$ cat src/rtl/baser_257b_transcoder_if.sv
// Handshake bundle for the 64B/66B -> 256B/257B transcoder: 66b input side, 257b output side, counters.
// BASER_257B_ERR_INJECT_EN adds the i_inject_err strobe.
interface baser_257b_transcoder_if #(
    parameter int FRAME_WIDTH = 66,
    parameter int TC_WIDTH    = 257
);
    logic                   i_valid;
    logic [FRAME_WIDTH-1:0] i_tx_coded;
    logic                   o_ready;
    logic                   o_valid;
    logic [TC_WIDTH-1:0]    o_tx_xcoded;
    logic                   i_ready;
    logic [31:0]            o_block_count;
    logic [31:0]            o_err_count;
`ifdef BASER_257B_ERR_INJECT_EN
    logic                   i_inject_err;
`endif

    modport slave (
`ifdef BASER_257B_ERR_INJECT_EN
        input  i_inject_err,
`endif
        input  i_valid, i_tx_coded, i_ready,
        output o_ready, o_valid, o_tx_xcoded, o_block_count, o_err_count
    );

    modport master (
`ifdef BASER_257B_ERR_INJECT_EN
        output i_inject_err,
`endif
        output i_valid, i_tx_coded, i_ready,
        input  o_ready, o_valid, o_tx_xcoded, o_block_count, o_err_count
    );
endinterface

$ cat src/rtl/baser_257b_transcoder.sv
// Transmit 64B/66B -> 256B/257B transcoder: gathers four 66b blocks into one 257b block, flags illegal groups.
// Optional error injection port under BASER_257B_ERR_INJECT_EN.
module baser_257b_transcoder #(
    parameter int DATA_WIDTH  = 64,
    parameter int HDR_WIDTH   = 2,
    parameter int FRAME_WIDTH = DATA_WIDTH + HDR_WIDTH,
    parameter int TC_WIDTH    = 4*DATA_WIDTH + 1
) (
    input logic                    clk,
    input logic                    i_rst,
    baser_257b_transcoder_if.slave bus
);

    localparam logic [HDR_WIDTH-1:0] HDR_DATA = 2'b10;
    localparam logic [HDR_WIDTH-1:0] HDR_CTRL = 2'b01;

    function automatic logic legal_type(input logic [7:0] t);
        case (t)
            8'h1E, 8'h78, 8'h4B, 8'h87, 8'h99, 8'hAA,
            8'hB4, 8'hCC, 8'hD2, 8'hE1, 8'hFF: legal_type = 1'b1;
            default:                           legal_type = 1'b0;
        endcase
    endfunction

    // First control block loses type[7:4]; remaining payload packs above type[3:0].
    function automatic logic [DATA_WIDTH-5:0] squeeze(input logic [DATA_WIDTH-1:0] p);
        squeeze = {p[DATA_WIDTH-1:8], p[3:0]};
    endfunction

    logic [1:0]             slot_q, slot_d;
    logic [FRAME_WIDTH-1:0] buf_q [3];
    logic [FRAME_WIDTH-1:0] buf_d [3];
    logic                   valid_q, valid_d;
    logic [TC_WIDTH-1:0]    xcoded_q, xcoded_d;
    logic                   err_q, err_d;
    logic [31:0]            blk_cnt_q, blk_cnt_d;
    logic [31:0]            err_cnt_q, err_cnt_d;

    logic ready, accept, load, drain, inject;

    assign ready  = (slot_q != 2'd3) || !valid_q || bus.i_ready;
    assign accept = bus.i_valid && ready;
    assign load   = accept && (slot_q == 2'd3);
    assign drain  = valid_q && bus.i_ready;

`ifdef BASER_257B_ERR_INJECT_EN
    assign inject = bus.i_inject_err;
`else
    assign inject = 1'b0;
`endif

    logic [3:0][FRAME_WIDTH-1:0] grp;
    logic [3:0][DATA_WIDTH-1:0]  pay;
    logic [3:0]                  is_data, is_ctrl, is_bad;
    logic [1:0]                  first_idx;
    logic [DATA_WIDTH-1:0]       first_pay;
    logic                        all_data, any_bad, type_ok, enc_err;
    logic [TC_WIDTH-1:0]         data_word, ctrl_word, bad_word, enc_word;

    // The slot-3 block is taken straight from the input so the group encodes in its handshake cycle.
    assign grp = {bus.i_tx_coded, buf_q[2], buf_q[1], buf_q[0]};

    always_comb begin
        for (int k = 0; k < 4; k++) begin
            pay[k]     = grp[k][FRAME_WIDTH-1:HDR_WIDTH];
            is_data[k] = (grp[k][HDR_WIDTH-1:0] == HDR_DATA);
            is_ctrl[k] = (grp[k][HDR_WIDTH-1:0] == HDR_CTRL);
            is_bad[k]  = !is_data[k] && !is_ctrl[k];
        end
    end

    always_comb begin
        first_idx = 2'd0;
        for (int k = 3; k >= 0; k--) begin
            if (is_ctrl[k]) first_idx = 2'(k);
        end
    end

    assign first_pay = pay[first_idx];
    assign all_data  = &is_data;
    assign any_bad   = |is_bad;
    assign type_ok   = legal_type(first_pay[7:0]);
    assign enc_err   = inject || any_bad || (!all_data && !type_ok);

    assign data_word = {pay[3], pay[2], pay[1], pay[0], 1'b1};
    assign bad_word  = {pay[3], pay[2], pay[1], squeeze(pay[0]), 4'b1111, 1'b0};

    always_comb begin
        ctrl_word = '0;
        case (first_idx)
            2'd0: ctrl_word = {pay[3], pay[2], pay[1], squeeze(pay[0]), is_data, 1'b0};
            2'd1: ctrl_word = {pay[3], pay[2], squeeze(pay[1]), pay[0], is_data, 1'b0};
            2'd2: ctrl_word = {pay[3], squeeze(pay[2]), pay[1], pay[0], is_data, 1'b0};
            default: ctrl_word = {squeeze(pay[3]), pay[2], pay[1], pay[0], is_data, 1'b0};
        endcase
    end

    assign enc_word = enc_err ? bad_word : (all_data ? data_word : ctrl_word);

    always_comb begin
        slot_d    = slot_q;
        buf_d     = buf_q;
        valid_d   = valid_q;
        xcoded_d  = xcoded_q;
        err_d     = err_q;
        blk_cnt_d = blk_cnt_q;
        err_cnt_d = err_cnt_q;
        if (accept) begin
            slot_d = slot_q + 2'd1;
            for (int k = 0; k < 3; k++) begin
                if (slot_q == 2'(k)) buf_d[k] = bus.i_tx_coded;
            end
        end
        if (drain) begin
            valid_d   = 1'b0;
            blk_cnt_d = blk_cnt_q + 32'd1;
            if (err_q) err_cnt_d = err_cnt_q + 32'd1;
        end
        // Load after drain so a same-cycle drain and reload leaves no bubble.
        if (load) begin
            valid_d  = 1'b1;
            xcoded_d = enc_word;
            err_d    = enc_err;
        end
    end

    always_ff @(posedge clk) begin
        if (i_rst) begin
            slot_q    <= '0;
            buf_q     <= '{default: '0};
            valid_q   <= 1'b0;
            xcoded_q  <= '0;
            err_q     <= 1'b0;
            blk_cnt_q <= '0;
            err_cnt_q <= '0;
        end else begin
            slot_q    <= slot_d;
            buf_q     <= buf_d;
            valid_q   <= valid_d;
            xcoded_q  <= xcoded_d;
            err_q     <= err_d;
            blk_cnt_q <= blk_cnt_d;
            err_cnt_q <= err_cnt_d;
        end
    end

    assign bus.o_ready       = ready;
    assign bus.o_valid       = valid_q;
    assign bus.o_tx_xcoded   = xcoded_q;
    assign bus.o_block_count = blk_cnt_q;
    assign bus.o_err_count   = err_cnt_q;

endmodule

$ cat src/flat_wrapper.sv
// flat-port wrapper written by rule: the top's interface ports become plain ports
module baser_257b_transcoder_flat 
#(
    parameter int DATA_WIDTH  = 64,
    parameter int HDR_WIDTH   = 2,
    parameter int FRAME_WIDTH = DATA_WIDTH + HDR_WIDTH,
    parameter int TC_WIDTH    = 4*DATA_WIDTH + 1
)
  (clk, i_rst, bus_i_valid, bus_i_tx_coded, bus_i_ready, bus_o_ready, bus_o_valid, bus_o_tx_xcoded, bus_o_block_count, bus_o_err_count);
  baser_257b_transcoder_if #(.FRAME_WIDTH(FRAME_WIDTH), .TC_WIDTH(TC_WIDTH)) bus_i ();
  input logic clk;
  input logic i_rst;
  input wire logic [$bits(bus_i.i_valid)-1:0] bus_i_valid;
  input wire logic [$bits(bus_i.i_tx_coded)-1:0] bus_i_tx_coded;
  input wire logic [$bits(bus_i.i_ready)-1:0] bus_i_ready;
  output wire logic [$bits(bus_i.o_ready)-1:0] bus_o_ready;
  output wire logic [$bits(bus_i.o_valid)-1:0] bus_o_valid;
  output wire logic [$bits(bus_i.o_tx_xcoded)-1:0] bus_o_tx_xcoded;
  output wire logic [$bits(bus_i.o_block_count)-1:0] bus_o_block_count;
  output wire logic [$bits(bus_i.o_err_count)-1:0] bus_o_err_count;
  assign bus_i.i_valid = bus_i_valid;
  assign bus_i.i_tx_coded = bus_i_tx_coded;
  assign bus_i.i_ready = bus_i_ready;
  assign bus_o_ready = bus_i.o_ready;
  assign bus_o_valid = bus_i.o_valid;
  assign bus_o_tx_xcoded = bus_i.o_tx_xcoded;
  assign bus_o_block_count = bus_i.o_block_count;
  assign bus_o_err_count = bus_i.o_err_count;
  baser_257b_transcoder #(.DATA_WIDTH(DATA_WIDTH), .HDR_WIDTH(HDR_WIDTH), .FRAME_WIDTH(FRAME_WIDTH), .TC_WIDTH(TC_WIDTH)) u_core (.clk(clk), .i_rst(i_rst), .bus(bus_i));
endmodule
$ cat config.mk
export PLATFORM = sky130hd
export DESIGN_NAME = baser_257b_transcoder_flat
export DESIGN_NICKNAME = d
export VERILOG_FILES = /design/src/rtl/baser_257b_transcoder_if.sv /design/src/rtl/baser_257b_transcoder.sv /design/src/flat_wrapper.sv
export SDC_FILE = /design/constraint.sdc
export NUM_CORES = 1
export LEC_CHECK = 0
export ABC_CLOCK_PERIOD_IN_PS = 5800
export CORE_MARGIN = 1
export CORE_UTILIZATION = 57
export DETAILED_ROUTE_END_ITERATION = 12
export GPL_ROUTABILITY_DRIVEN = 1
export GPL_TIMING_DRIVEN = 0
export PLACE_DENSITY = 0.94
export SLEW_MARGIN = 20
export SYNTH_ARGS = -nofsm -noshare
export SYNTH_HDL_FRONTEND = slang
export SYNTH_SLANG_ARGS = --single-unit
$ cat constraint.sdc
create_clock -name clk -period 5.8 [get_ports clk]
set_clock_uncertainty 0.05 [all_clocks]
set_input_delay 1.16 -clock clk [delete_from_list [all_inputs] [get_ports clk]]
set_output_delay 1.16 -clock clk [all_outputs]
set_load 0.01 [all_outputs]
==> reports/results.ini <==
[status]
outcome = finished, final reports clean

[power_and_ir_drop]
ir_worst_vdd_uv = 356
finalPower_mw = 7.81
powerDensity_nw_per_um2 = 273
cellLeakagePower_nw = 9.65

[setup_path]
worstRegToRegCells = 13
max_stage_delay_ps = 1140
worst-path-buf-inv = 5
cp-end-kind = flop
path_depth = 14
regToRegEndpoint = u_core.bus.o_tx_xcoded[187]
cp-start-kind = input pin
cp_top_family = compound AO/OA/AOI/OAI gates
worst_path_max_delay_cell = a2111oi_0
crit_top_cell = buf_2
critical_path.cell_chain = clkdlybuf4s50_1, inv_1, ha_1, buf_4, nor2b_1, a221o_1, a22o_1, nor4_1, nand3_1, a211o_1, buf_2, buf_2, a2111oi_0, a2111oi_1
rrSetupSlack_ps = 1260
crit_type = in2reg
r2r_start = u_core.buf_q[1]
crit_required_ps = 6160
cp_max_fo = 10
critical_path_arrival_ps = 5610

[logic_synthesis]
ys.flop_type = dfxtp_1
yosys.area_share.simple_pct = 19.6
syn_area_per_cell_um2 = 8.26
yosysUniqueCellTypes = 54
yosysSeqAreaShare_pct = 46.7
ys_warn_count = 0
synthXorXnorAreaFrac_pct = 2.23
synthAdderAreaFrac_pct = 0.782
synth_edf_count = 0
async_flop_share_pct = 0
syn_nets = 2796
synth_area_um2 = 22400
synth_seq_cells = 523
synth_top_family_by_area = compound AO/OA/AOI/OAI gates
synthMuxAreaShare_pct = 0.268
netlist_instances = 2712
synth_compound_area_share_pct = 24.6

[finish]
area_growth_pct = 28.0
final_cell_mix = nand2_1 (544), dfxtp_1 (523), nor2_1 (422), clkdlybuf4s50_1 (391), a21oi_1 (271)
nFillCells = 2906
mostFrequentLayoutCell = nand2_1
final_layout_size_suffix_gt1_share_pct = 4.51
seq_area_um2 = 10500
multi_input_area_um2 = 10600
fin_cells = 3714
final_net_count = 3240

[clocking]
cts_buffer_depth = 3
path_clk_slew_ps = 60
insertion_delay_ps = 600
ctsResizeCount = 0
root_buffer = clkbuf_16
holdBufCountCts = 0
cts.sink_count = 523
cts_tree = built
postCtsSetupBuffers = 0
htreeDepth = 2
cts_buffers = 51

[sta]
worstMarginPinSlew_ps = 1310
hold_viol_final = 0
min_period_over_period_pct = 90.7
whs_ps = 405
timing.final.ws_setup_ps = 540
slew_violations = 0
clock.fmax_ghz = 0.190
setup_tns_ps = 0
rsz0062_at_grt = false
period_needed_ps = 5260
max_slew_margin_pct = 10.3
setup_viol = 0

[routing]
detail_route.wl_per_cell_um = 24.1
drt_wl_total_um = 89300
drt-pass1-iter-count = 10
drtAntennaViolNets = 0
via_per_inst = 6.47
drc = 0
vias = 24000
first_iter_violations = 3037

[min_path]
hold_end = u_core.bus.o_tx_xcoded[255]
hold_start = u_core.bus.o_tx_xcoded[255]
min_path_type = reg2reg
whs_path_depth = 2

[die]
coreArea_um2 = 38700
die_h_um = 200
io_pins = 393
rows = 72
die_x_um = 200
initial_core_util_pct = 57.8
dieArea_um2 = 40100

[global_route]
grt_antenna_before_repair = 2
grt_max_degree = 15
grt_pass1_vias = 23200
grt_pass1_wl_um = 135000
grt_use_met2_pct = 67.4
grt_util_met1_pct = 51.6
use_met3_pct = 12.3
overflow = 0
grtUsageTotal_pct = 43.2
grt_busiest_layer = met2

[run]
cap_violations = 0

[placement]
hpwlAfterDp_um = 64800
place_inst = 3621
gp_congestion = 1.01
place_ws_ps = 182
io_buffers = 391

[through the flow]
stage	cell area, um2	util [%]
3_5_place_dp	27000	69.6
2_1_floorplan	22400	-
5_1_grt	28700	74.0
4_1_cts	28700	74.0
3_3_place_gp	27000	69.6
6_report	28700	74.0
[metal layers]
metal | wire [um] | vias up
met5 | 0 | -
met4 | 6530 | 0
met3 | 11800 | 392
met2 | 39200 | 1842
met1 | 31800 | 11300
li1 | - | 10500
[registers in the layout (all words and copies together), names as in the netlist]
register                  cells
u_core.buf_q                 10
u_core.err_q                  1
u_core.slot_q                 2
u_core.bus.o_block_count     32
u_core.bus.o_tx_xcoded      257
u_core.bus.o_err_count       32
u_core.bad_word             188
u_core.bus.o_valid            1
[where the power goes]
| part | leakage, nW | internal (mW) | switching (mW) |
|---|---|---|---|
| registers | 4.23 | 3.69 | 0.103 |
| logic | 4.57 | 0.213 | 0.392 |
| clock network | 0.844 | 1.96 | 1.45 |
| total | 9.65 | 5.86 | 1.95 |
[synth_stat cells, drive strengths merged, types with 17 or more instances]
cell | instances | area share [%]
xnor2 | 18 | 0.70
nand2 | 544 | 9.1
and3 | 24 | 0.67
inv | 17 | 0.28
nor2 | 422 | 7.1
a2111oi | 342 | 14
nand3 | 19 | 0.42
dfxtp | 523 | 47
a21oi | 271 | 6.1
a211oi | 51 | 1.7
buf | 63 | 2.0
clkbuf | 212 | 3.6
o21bai | 43 | 1.4
xor2 | 39 | 1.5
[layout make-up]
type                       instances  share of cell area (%)
multi-input combinational       1897                    37.1
sequential                       523                    36.5
timing repair buffer             391                    13.7
clock buffer                      77                    5.39
buffer                           275                    4.31
tap                              518                    2.26
clock inverter                    14                   0.528
inverter                          17                   0.223
antenna                            2                  0.0175
[cells by family after synthesis]
family                     Yosys count
and+or+nand+nor                   1080
AOI/OAI and AO/OA                  740
DFF                                523
buffers and inverters              292
xor gates and xnor gates            57
adders and majority gates           14
muxes                                6
[worst reg2reg max path: cells and delay by family (launching register included)]
kind / cells / cell delay, ps
compound gates: 5 / 2230
buf+inv: 4 / 800
simple gates: 3 / 670
flops: 1 / 350
fa+ha+maj: 1 / 260
[how the worst max path moves through the flow]
| stage | from | to | slack, ps |
|---|---|---|---|
| after floorplan | bus_i_tx_coded[1] | u_core.bus.o_tx_xcoded[100] | 1900 |
| after global routing | bus_i_tx_coded[1] | u_core.bus.o_tx_xcoded[188] | 560 |
| final | bus_i_tx_coded[1] | u_core.bus.o_tx_xcoded[187] | 540 |
| after detailed placement | bus_i_tx_coded[1] | u_core.bus.o_tx_xcoded[155] | 180 |
| after CTS | bus_i_tx_coded[1] | u_core.bus.o_tx_xcoded[64] | 760 |
| after global placement | bus_i_tx_coded[1] | u_core.bus.o_tx_xcoded[154] | 230 |
No activity file was read; power rests on OpenSTA's default activity.
